==> config.mk <==
export PLATFORM = sky130hd
export DESIGN_NAME = i2s_capture_rx_flat
export DESIGN_NICKNAME = d
export VERILOG_FILES = /design/src/rtl/i2s_capture_rx_if.sv /design/src/rtl/i2s_capture_rx.sv /design/src/flat_wrapper.sv
export SDC_FILE = /design/constraint.sdc
export NUM_CORES = 1
export LEC_CHECK = 0
export BUFFER_PORTS_ARGS = -buffer_cell sky130_fd_sc_hd__buf_4
export CORE_MARGIN = 2
export CORE_UTILIZATION = 35
export DETAILED_ROUTE_END_ITERATION = 6
export PLACE_DENSITY = 0.54
export SETUP_SLACK_MARGIN = 0.3
export SLEW_MARGIN = 20
export SYNTH_ARGS = -nofsm -noshare
export SYNTH_HDL_FRONTEND = slang
export SYNTH_SLANG_ARGS = --single-unit
export TNS_END_PERCENT = 100
==> constraint.sdc <==
create_clock -name mclk -period 5.2 [get_ports mclk]
set_input_delay 0.78 -clock mclk [delete_from_list [all_inputs] [get_ports mclk]]
set_output_delay 0.78 -clock mclk [all_outputs]
set_load 0.02 [all_outputs]
==> src/rtl/i2s_capture_rx_if.sv <==
// i2s_capture_rx_if: pin and stream bundle for the I2S record-path receiver.
// Holds the three codec pins, the stereo frame stream, the overflow and
// framing status, and a debug view of the receiver FSM state.
//
// Stream handshake: a frame transfers on every mclk rising edge where
// frame_valid && frame_ready are both high. While frame_valid is high and
// frame_ready is low, frame_left/frame_right stay stable. frame_valid never
// depends on frame_ready.
//
// Modports:
//   slave  - the receiver. It listens to the codec pins and serves frames.
//   master - the codec pins plus the frame consumer, i.e. the environment
//            around the receiver.
// SAMPLE_BITS must match the receiver's SAMPLE_BITS.
interface i2s_capture_rx_if #(
  parameter int SAMPLE_BITS = 16
);
  logic                   audio_I2S_bclk;
  logic                   audio_I2S_reclrc;
  logic                   audio_I2S_recdat;
  logic [SAMPLE_BITS-1:0] frame_left;
  logic [SAMPLE_BITS-1:0] frame_right;
  logic                   frame_valid;
  logic                   frame_ready;
  logic                   overflow;
  logic                   clear_overflow;
  logic                   framing_error;
  logic [1:0]             dbg_state;

  modport slave (
    input  audio_I2S_bclk,
    input  audio_I2S_reclrc,
    input  audio_I2S_recdat,
    input  frame_ready,
    input  clear_overflow,
    output frame_left,
    output frame_right,
    output frame_valid,
    output overflow,
    output framing_error,
    output dbg_state
  );

  modport master (
    output audio_I2S_bclk,
    output audio_I2S_reclrc,
    output audio_I2S_recdat,
    output frame_ready,
    output clear_overflow,
    input  frame_left,
    input  frame_right,
    input  frame_valid,
    input  overflow,
    input  framing_error,
    input  dbg_state
  );
endinterface

==> src/rtl/i2s_capture_rx.sv <==
// i2s_capture_rx: I2S record-path receiver.
// The block oversamples bclk, reclrc and recdat on mclk. It deserialises
// MSB-first words, pairs left and right words into stereo frames, and
// buffers those frames in a small FIFO that feeds a valid/ready stream.
//
// Optional build macro: I2S_RX_LEFT_JUSTIFIED_EN
//   undefined - standard I2S. The first bit after a word-select change is
//               the LSB of the previous word.
//   defined   - left-justified. The bit sampled at a word-select change is
//               the MSB of the new word.
//
// dbg_state encoding: 0 = IDLE, 1 = SHIFT, 2 = WAIT.
module i2s_capture_rx #(
  parameter int SAMPLE_BITS = 16,
  parameter int FIFO_DEPTH  = 8,
  parameter int SYNC_STAGES = 2
) (
  input logic             mclk,
  input logic             rst,
  i2s_capture_rx_if.slave bus
);

  localparam int PW = (FIFO_DEPTH > 1) ? $clog2(FIFO_DEPTH) : 1;
  localparam int CW = PW + 1;
  localparam int BW = $clog2(SAMPLE_BITS + 1);
  localparam int FW = 2 * SAMPLE_BITS;
  localparam logic [BW-1:0] WORD_LEN = BW'(SAMPLE_BITS);
  localparam logic [CW-1:0] DEPTH_C  = CW'(FIFO_DEPTH);

  typedef enum logic [1:0] {
    ST_IDLE  = 2'd0,
    ST_SHIFT = 2'd1,
    ST_WAIT  = 2'd2
  } state_t;

  // ---------------------------------------------------------------------
  // Pin synchronisers and bit-event detection
  // ---------------------------------------------------------------------
  logic [SYNC_STAGES-1:0] r_bclk_sync;
  logic [SYNC_STAGES-1:0] r_lrc_sync;
  logic [SYNC_STAGES-1:0] r_dat_sync;
  logic                   r_bclk_prev;
  logic                   w_bclk;
  logic                   w_lrc;
  logic                   w_dat;
  logic                   w_bit_evt;

  // Move each asynchronous pin into the mclk domain through a flop chain.
  always_ff @(posedge mclk) begin
    if (rst) begin
      r_bclk_sync <= '0;
      r_lrc_sync  <= '0;
      r_dat_sync  <= '0;
      r_bclk_prev <= 1'b0;
    end else begin
      r_bclk_sync <= {r_bclk_sync[SYNC_STAGES-2:0], bus.audio_I2S_bclk};
      r_lrc_sync  <= {r_lrc_sync[SYNC_STAGES-2:0],  bus.audio_I2S_reclrc};
      r_dat_sync  <= {r_dat_sync[SYNC_STAGES-2:0],  bus.audio_I2S_recdat};
      r_bclk_prev <= w_bclk;
    end
  end

  assign w_bclk    = r_bclk_sync[SYNC_STAGES-1];
  assign w_lrc     = r_lrc_sync[SYNC_STAGES-1];
  assign w_dat     = r_dat_sync[SYNC_STAGES-1];
  // Sample on the rising edge of the synchronised bit clock.
  assign w_bit_evt = w_bclk & ~r_bclk_prev;

  // ---------------------------------------------------------------------
  // Deserialiser FSM
  // ---------------------------------------------------------------------
  state_t                 r_state;
  state_t                 w_state_nx;
  logic                   r_channel;
  logic                   w_channel_nx;
  logic [BW-1:0]          r_bit_cnt;
  logic [BW-1:0]          w_cnt_nx;
  logic [BW-1:0]          w_cnt_inc;
  logic [SAMPLE_BITS-1:0] r_shreg;
  logic [SAMPLE_BITS-1:0] w_shreg_nx;
  logic [SAMPLE_BITS-1:0] w_shifted;
  logic                   r_lr_prev;
  logic                   w_lr_prev_nx;
  // The first bit event after reset has no earlier word-select sample to
  // compare against, so it cannot report an LR change.
  logic                   r_lr_valid;
  logic                   w_lr_valid_nx;
  logic                   w_lr_chg;
  logic [SAMPLE_BITS-1:0] r_left_hold;
  logic [SAMPLE_BITS-1:0] w_left_hold_nx;
  logic                   r_left_ok;
  logic                   w_left_ok_nx;
  logic                   r_ferr;
  logic                   w_ferr_nx;
  logic                   w_word_done;
  logic                   w_push;
  logic [FW-1:0]          w_push_data;
  logic [BW-1:0]          w_start_cnt;
  logic [SAMPLE_BITS-1:0] w_start_shreg;

  assign w_lr_chg    = r_lr_valid & (w_lrc != r_lr_prev);
  assign w_cnt_inc   = r_bit_cnt + BW'(1);
  assign w_shifted   = {r_shreg[SAMPLE_BITS-2:0], w_dat};
  assign w_push_data = {r_left_hold, w_shifted};

`ifdef I2S_RX_LEFT_JUSTIFIED_EN
  // Left-justified: the bit at the LR change is already the new MSB.
  assign w_start_cnt   = BW'(1);
  assign w_start_shreg = {{(SAMPLE_BITS-1){1'b0}}, w_dat};
`else
  // Standard I2S: the bit at the LR change belongs to the old word.
  assign w_start_cnt   = '0;
  assign w_start_shreg = r_shreg;
`endif

  // Register the FSM state, the word datapath and the error pulse.
  always_ff @(posedge mclk) begin
    if (rst) begin
      r_state     <= ST_IDLE;
      r_channel   <= 1'b0;
      r_bit_cnt   <= '0;
      r_shreg     <= '0;
      r_lr_prev   <= 1'b0;
      r_lr_valid  <= 1'b0;
      r_left_hold <= '0;
      r_left_ok   <= 1'b0;
      r_ferr      <= 1'b0;
    end else begin
      r_state     <= w_state_nx;
      r_channel   <= w_channel_nx;
      r_bit_cnt   <= w_cnt_nx;
      r_shreg     <= w_shreg_nx;
      r_lr_prev   <= w_lr_prev_nx;
      r_lr_valid  <= w_lr_valid_nx;
      r_left_hold <= w_left_hold_nx;
      r_left_ok   <= w_left_ok_nx;
      r_ferr      <= w_ferr_nx;
    end
  end

  // Next-state logic. For each bit event: shift, then check for word
  // completion, then handle the LR change.
  always_comb begin
    w_state_nx     = r_state;
    w_channel_nx   = r_channel;
    w_cnt_nx       = r_bit_cnt;
    w_shreg_nx     = r_shreg;
    w_lr_prev_nx   = r_lr_prev;
    w_lr_valid_nx  = r_lr_valid;
    w_left_hold_nx = r_left_hold;
    w_left_ok_nx   = r_left_ok;
    w_ferr_nx      = 1'b0;
    w_word_done    = 1'b0;
    w_push         = 1'b0;

    if (w_bit_evt) begin
      w_lr_prev_nx  = w_lrc;
      w_lr_valid_nx = 1'b1;

      case (r_state)
        ST_IDLE: begin
          if (w_lr_chg) begin
            w_channel_nx = w_lrc;
            w_cnt_nx     = w_start_cnt;
            w_shreg_nx   = w_start_shreg;
            w_state_nx   = ST_SHIFT;
          end
        end

        ST_SHIFT: begin
`ifdef I2S_RX_LEFT_JUSTIFIED_EN
          if (w_lr_chg) begin
            // The word was cut short, so drop it and start the new channel.
            w_ferr_nx    = 1'b1;
            w_channel_nx = w_lrc;
            w_cnt_nx     = w_start_cnt;
            w_shreg_nx   = w_start_shreg;
          end else begin
            w_shreg_nx = w_shifted;
            w_cnt_nx   = w_cnt_inc;
            if (w_cnt_inc == WORD_LEN) begin
              w_word_done = 1'b1;
              w_state_nx  = ST_WAIT;
            end
          end
`else
          w_shreg_nx = w_shifted;
          w_cnt_nx   = w_cnt_inc;
          if (w_cnt_inc == WORD_LEN) begin
            w_word_done = 1'b1;
            w_state_nx  = ST_WAIT;
          end else if (w_lr_chg) begin
            w_ferr_nx = 1'b1;
          end
          // The LSB arrives with the LR change, so the change is handled
          // after the completion check.
          if (w_lr_chg) begin
            w_channel_nx = w_lrc;
            w_cnt_nx     = w_start_cnt;
            w_shreg_nx   = w_start_shreg;
            w_state_nx   = ST_SHIFT;
          end
`endif
        end

        ST_WAIT: begin
          if (w_lr_chg) begin
            w_channel_nx = w_lrc;
            w_cnt_nx     = w_start_cnt;
            w_shreg_nx   = w_start_shreg;
            w_state_nx   = ST_SHIFT;
          end
        end

        default: begin
          w_state_nx = ST_IDLE;
        end
      endcase

      // Pair words into frames. A left word waits in left_hold, and a right
      // word with no left partner is an error.
      if (w_word_done) begin
        if (!r_channel) begin
          w_left_hold_nx = w_shifted;
          w_left_ok_nx   = 1'b1;
        end else if (r_left_ok) begin
          w_push       = 1'b1;
          w_left_ok_nx = 1'b0;
        end else begin
          w_ferr_nx = 1'b1;
        end
      end
    end
  end

  // ---------------------------------------------------------------------
  // Frame FIFO
  // ---------------------------------------------------------------------
  logic [FW-1:0] r_mem [FIFO_DEPTH];
  logic [PW-1:0] r_wr_ptr;
  logic [PW-1:0] r_rd_ptr;
  logic [CW-1:0] r_count;
  logic          r_overflow;
  logic          w_valid;
  logic          w_full;
  logic          w_pop;
  logic          w_wr;
  logic          w_drop;

  assign w_valid = (r_count != '0);
  assign w_full  = (r_count == DEPTH_C);
  assign w_pop   = w_valid & bus.frame_ready;
  // When the FIFO is full, a pop in the same cycle frees a slot, so the
  // push still goes in.
  assign w_wr    = w_push & (~w_full | w_pop);
  assign w_drop  = w_push & w_full & ~w_pop;

  // Frame storage. The outputs are gated while the FIFO is empty, so the
  // storage needs no reset.
  always_ff @(posedge mclk) begin
    if (w_wr) begin
      r_mem[r_wr_ptr] <= w_push_data;
    end
  end

  // Pointers wrap naturally because the depth is a power of two. The count
  // tells full apart from empty.
  always_ff @(posedge mclk) begin
    if (rst) begin
      r_wr_ptr <= '0;
      r_rd_ptr <= '0;
      r_count  <= '0;
    end else begin
      if (w_wr) begin
        r_wr_ptr <= r_wr_ptr + PW'(1);
      end
      if (w_pop) begin
        r_rd_ptr <= r_rd_ptr + PW'(1);
      end
      case ({w_wr, w_pop})
        2'b10:   r_count <= r_count + CW'(1);
        2'b01:   r_count <= r_count - CW'(1);
        default: r_count <= r_count;
      endcase
    end
  end

  // Sticky overflow flag. A drop in the same cycle as a clear keeps it set.
  always_ff @(posedge mclk) begin
    if (rst) begin
      r_overflow <= 1'b0;
    end else if (w_drop) begin
      r_overflow <= 1'b1;
    end else if (bus.clear_overflow) begin
      r_overflow <= 1'b0;
    end
  end

  assign bus.frame_valid   = w_valid;
  assign bus.frame_left    = w_valid ? r_mem[r_rd_ptr][FW-1:SAMPLE_BITS] : '0;
  assign bus.frame_right   = w_valid ? r_mem[r_rd_ptr][SAMPLE_BITS-1:0]  : '0;
  assign bus.overflow      = r_overflow;
  assign bus.framing_error = r_ferr;
  assign bus.dbg_state     = r_state;

endmodule

==> src/flat_wrapper.sv <==
// flat-port wrapper written by rule: the top's interface ports become plain ports
module i2s_capture_rx_flat 
#(
  parameter int SAMPLE_BITS = 16,
  parameter int FIFO_DEPTH  = 8,
  parameter int SYNC_STAGES = 2
)
  (mclk, rst, bus_audio_I2S_bclk, bus_audio_I2S_reclrc, bus_audio_I2S_recdat, bus_frame_ready, bus_clear_overflow, bus_frame_left, bus_frame_right, bus_frame_valid, bus_overflow, bus_framing_error, bus_dbg_state);
  i2s_capture_rx_if #(.SAMPLE_BITS(SAMPLE_BITS)) bus_i ();
  input logic mclk;
  input logic rst;
  input wire logic [$bits(bus_i.audio_I2S_bclk)-1:0] bus_audio_I2S_bclk;
  input wire logic [$bits(bus_i.audio_I2S_reclrc)-1:0] bus_audio_I2S_reclrc;
  input wire logic [$bits(bus_i.audio_I2S_recdat)-1:0] bus_audio_I2S_recdat;
  input wire logic [$bits(bus_i.frame_ready)-1:0] bus_frame_ready;
  input wire logic [$bits(bus_i.clear_overflow)-1:0] bus_clear_overflow;
  output wire logic [$bits(bus_i.frame_left)-1:0] bus_frame_left;
  output wire logic [$bits(bus_i.frame_right)-1:0] bus_frame_right;
  output wire logic [$bits(bus_i.frame_valid)-1:0] bus_frame_valid;
  output wire logic [$bits(bus_i.overflow)-1:0] bus_overflow;
  output wire logic [$bits(bus_i.framing_error)-1:0] bus_framing_error;
  output wire logic [$bits(bus_i.dbg_state)-1:0] bus_dbg_state;
  assign bus_i.audio_I2S_bclk = bus_audio_I2S_bclk;
  assign bus_i.audio_I2S_reclrc = bus_audio_I2S_reclrc;
  assign bus_i.audio_I2S_recdat = bus_audio_I2S_recdat;
  assign bus_i.frame_ready = bus_frame_ready;
  assign bus_i.clear_overflow = bus_clear_overflow;
  assign bus_frame_left = bus_i.frame_left;
  assign bus_frame_right = bus_i.frame_right;
  assign bus_frame_valid = bus_i.frame_valid;
  assign bus_overflow = bus_i.overflow;
  assign bus_framing_error = bus_i.framing_error;
  assign bus_dbg_state = bus_i.dbg_state;
  i2s_capture_rx #(.SAMPLE_BITS(SAMPLE_BITS), .FIFO_DEPTH(FIFO_DEPTH), .SYNC_STAGES(SYNC_STAGES)) u_core (.mclk(mclk), .rst(rst), .bus(bus_i));
endmodule
==> summary.txt <==
Status: finished clean
Final Skew: 0.02525 ns
Die height: 190.9 um
Routability cong.: 0.7139
CP Data Required Time: 4.42 ns
# resized after CTS: 0
Pwr dens: 402.7 mW/mm^2
Yosys reg bits: 320
Antenna Cells: 0
Initial Util: 35.48%
DRT iter0 DRCs: 420
Share of cells above drive strength 1: 24.94%
Avg WL per Cell: 19.46 um
Vias in the first global route: 6,223
Vias per cell: 4.898
Final worst-path cycle share: 68.36%
Clk_lat worst skew: 0.53 ns
VDD IR-drop max: 0.2356 mV
Port Buf Inserts: 43
Worst Tran Pin Value: 1.058 ns
Final WL: 24.46 mm
Final core utilization: 41.65%
Io pins: 44
# fillers: 3,108
Hold WC Path Type: reg -> reg
Pins over their slew limit: 0
Number of hold buffers added after CTS: 0
Worst Setup Start Kind: flip-flop
RSZ-0062 raised after global routing: false
Largest net degree at the start of global routing: 67
Non-Filler Instances: 1,257
Dpl cells: 1,192
Antenna violations before repair: 0
Full die area: 0.03644 sq mm
Synthesis Warnings: 0
Fin crit period: 3.555 ns
Prevailing post-synth register cell: edfxtp_1
Final Hold Fails: 0
Max cap viols: 0
Cells after Synth: 713
Remaining antenna violation count after routing: 0
Die W: 190.9 um
Dpl hpwl: 14.01 mm
Synth Cell Area: 0.01222 sq mm
Area grow syn2layout: 17.41%
Cell Rows: 68
GRT Total Usage: 13.72%
CTS root buffer: clkbuf_16
Num CTS Buffers: 35
Clock slew at reported path FFs: 0.05 ns
CTS Buffer Depth: 3
Critical path peak fanout: 34
Slew headroom: 28.94%
Setup Viol. Count Final: 0
TritonRoute pass-1 iters: 4
CP arrival: 2.77 ns
Clk sinks: 320
Core area: 0.03446 sq mm
Max Freq: 0.2813 GHz
EDFF count, synth: 256
FF-to-FF Start: u_core.bus.dbg_state[0]$_SDFFE_PP0P_
Nets: 786
Syn_area_per_cell: 17.14 sq um
Ys async rst share: 0%
DR DRC count: 0
Crit Path Category: reg -> out
First-pass GRT wire length: 37.49 mm
Net Count, Synth: 724
Leak: 4.553 nW
Critical path capture point type: output pin
Post-CTS Setup Bufs: 0
CTS tree: built
Total Neg Setup Slack: 0 ns
Via count: 6,157
Max H-tree Level: 2
Post-synthesis cell type count: 39
Worst hold path startpoint: u_core.r_bclk_sync[0]$_SDFF_PP0_
Overflow after GRT: 0
Seq/Total Area, Yosys: 73.37%
==> kinds of logic (layout without fill, tap and decap cells) <==
family / after synthesis / count (layout) / share of synthesized area (%)
simple gates: 181 / 181 / 6.878
flops: 320 / 320 / 73.37
mux: 104 / 104 / 15.11
xor+xnor: 5 / 5 / 0.3582
fa+ha+maj: 4 / 4 / 0.4094
buf+inv: 39 / 128 / 1.269
compound gates: 60 / 60 / 2.610
==> report_power, final <==
group	total, mW	internal [mW]	switching (mW)
sequential	2.79	2.74	0.0539
clock	2.37	1.40	0.975
combinational	0.613	0.303	0.310
==> cell type report <==
type	count	area, sq um	area share (%)
Sequential cell	320	8975	62.53
Inverter	3	11.26	0.07846
Clock buffer	53	1003	6.992
Timing Repair Buffer	61	503.0	3.504
Multi-Input combinational cell	354	3169	22.08
Clock inverter	11	121.4	0.8456
Tap cell	455	569.3	3.967
==> flip-flops by register name, indices dropped and copies added, names as in the netlist, 2 cells and up, named ones only <==
| signal | flops |
|---|---|
| u_core.r_mem | 256 |
| u_core.r_left_hold | 16 |
| u_core.r_shreg | 15 |
| u_core.r_bit_cnt | 5 |
| u_core.r_count | 4 |
| u_core.r_rd_ptr | 3 |
| u_core.r_wr_ptr | 3 |
| u_core.bus.dbg_state | 2 |
| u_core.r_bclk_sync | 2 |
| u_core.r_dat_sync | 2 |
| u_core.r_lrc_sync | 2 |
==> metrics by stage <==
step           worst slack, ns  hold slack, ns  total power [mW]  area (sq um)
2_1_floorplan           0.8676          0.4138             3.265         12230
3_3_place_gp             1.740          0.4200             3.480         13190
3_5_place_dp             1.704          0.4220             3.483         13190
4_1_cts                  1.491          0.4307             5.880         14320
5_1_grt                  1.366          0.4646             6.014         14350
6_report                 1.645          0.4313             5.780         14350
==> critical path, cell delays in order, from the launching register on <==
cell and delay (ns):
dfxtp_4 0.81, buf_4 0.42, mux4_2 0.56, mux2i_1 0.19, nor2_1 0.07, buf_4 0.17
==> placed cells by master (no fill, tap or decap), drive strengths merged <==
| cell type | instances |
|---|---|
| edfxtp | 256 |
| nand2 | 77 |
| mux4 | 64 |
| dfxtp | 64 |
| buf | 61 |
| nor2 | 54 |
| clkbuf | 53 |
| a21oi | 45 |
| mux2i | 36 |
| nor2b | 15 |
| o21ai | 9 |
| clkinv | 8 |
| nor3 | 7 |
| nand2b | 5 |
| xor2 | 4 |
| mux2 | 4 |
| ha | 4 |
| or3 | 4 |
| inv | 4 |
| nor4 | 4 |
| or4b | 3 |
| nand3 | 3 |
| nor4b | 2 |
| or4 | 2 |
| a31oi | 2 |
| and4b | 1 |
| nand4bb | 1 |
| or2 | 1 |
| and2 | 1 |
| a211oi | 1 |
| xnor2 | 1 |
| a21o | 1 |
| o31a | 1 |
| nand3b | 1 |
| o311ai | 1 |
| bufinv | 1 |
| clkinvlp | 1 |
==> worst paths after layout <==
kind / endpoint / slack (ns) / depth (start not counted)
setup / recovery: bus_frame_left[4] / 1.65 / 5
hold / removal: u_core.r_bclk_sync[1]$_SDFF_PP0_ / 0.43 / 1
setup reg to reg: u_core.r_mem[7][31]$_DFFE_PP_ / 1.75 / 6
hold reg to reg: u_core.r_bclk_sync[1]$_SDFF_PP0_ / 0.43 / 1
==> cell usage after synthesis (4+ instances only) <==
master	instances	area share [%]
nand2b_1	5	0.26
clkbuf_1	23	0.71
a21oi_1	44	1.8
buf_2	7	0.29
mux2_2	4	0.37
nor2b_1	15	0.77
nand2_1	77	2.4
o21ai_0	9	0.37
nor3_1	7	0.29
ha_1	4	0.41
nor2_1	53	1.6
dfxtp_1	64	10
xor2_1	4	0.29
buf_1	6	0.18
mux2i_1	36	2.9
edfxtp_1	256	63
mux4_2	64	12
==> routing by layer <==
layer | global-route usage (%) | share of wire [%] | vias to the layer above
li1 | - | - | 2869
met1 | 18.16 | 44 | 3144
met2 | 22.91 | 49 | 106
met3 | 2.558 | 4.3 | 38
met5 | 0 | 0 | -
met4 | 4.264 | 1.9 | 0
Note: power is estimated with default switching activity, not from simulation.
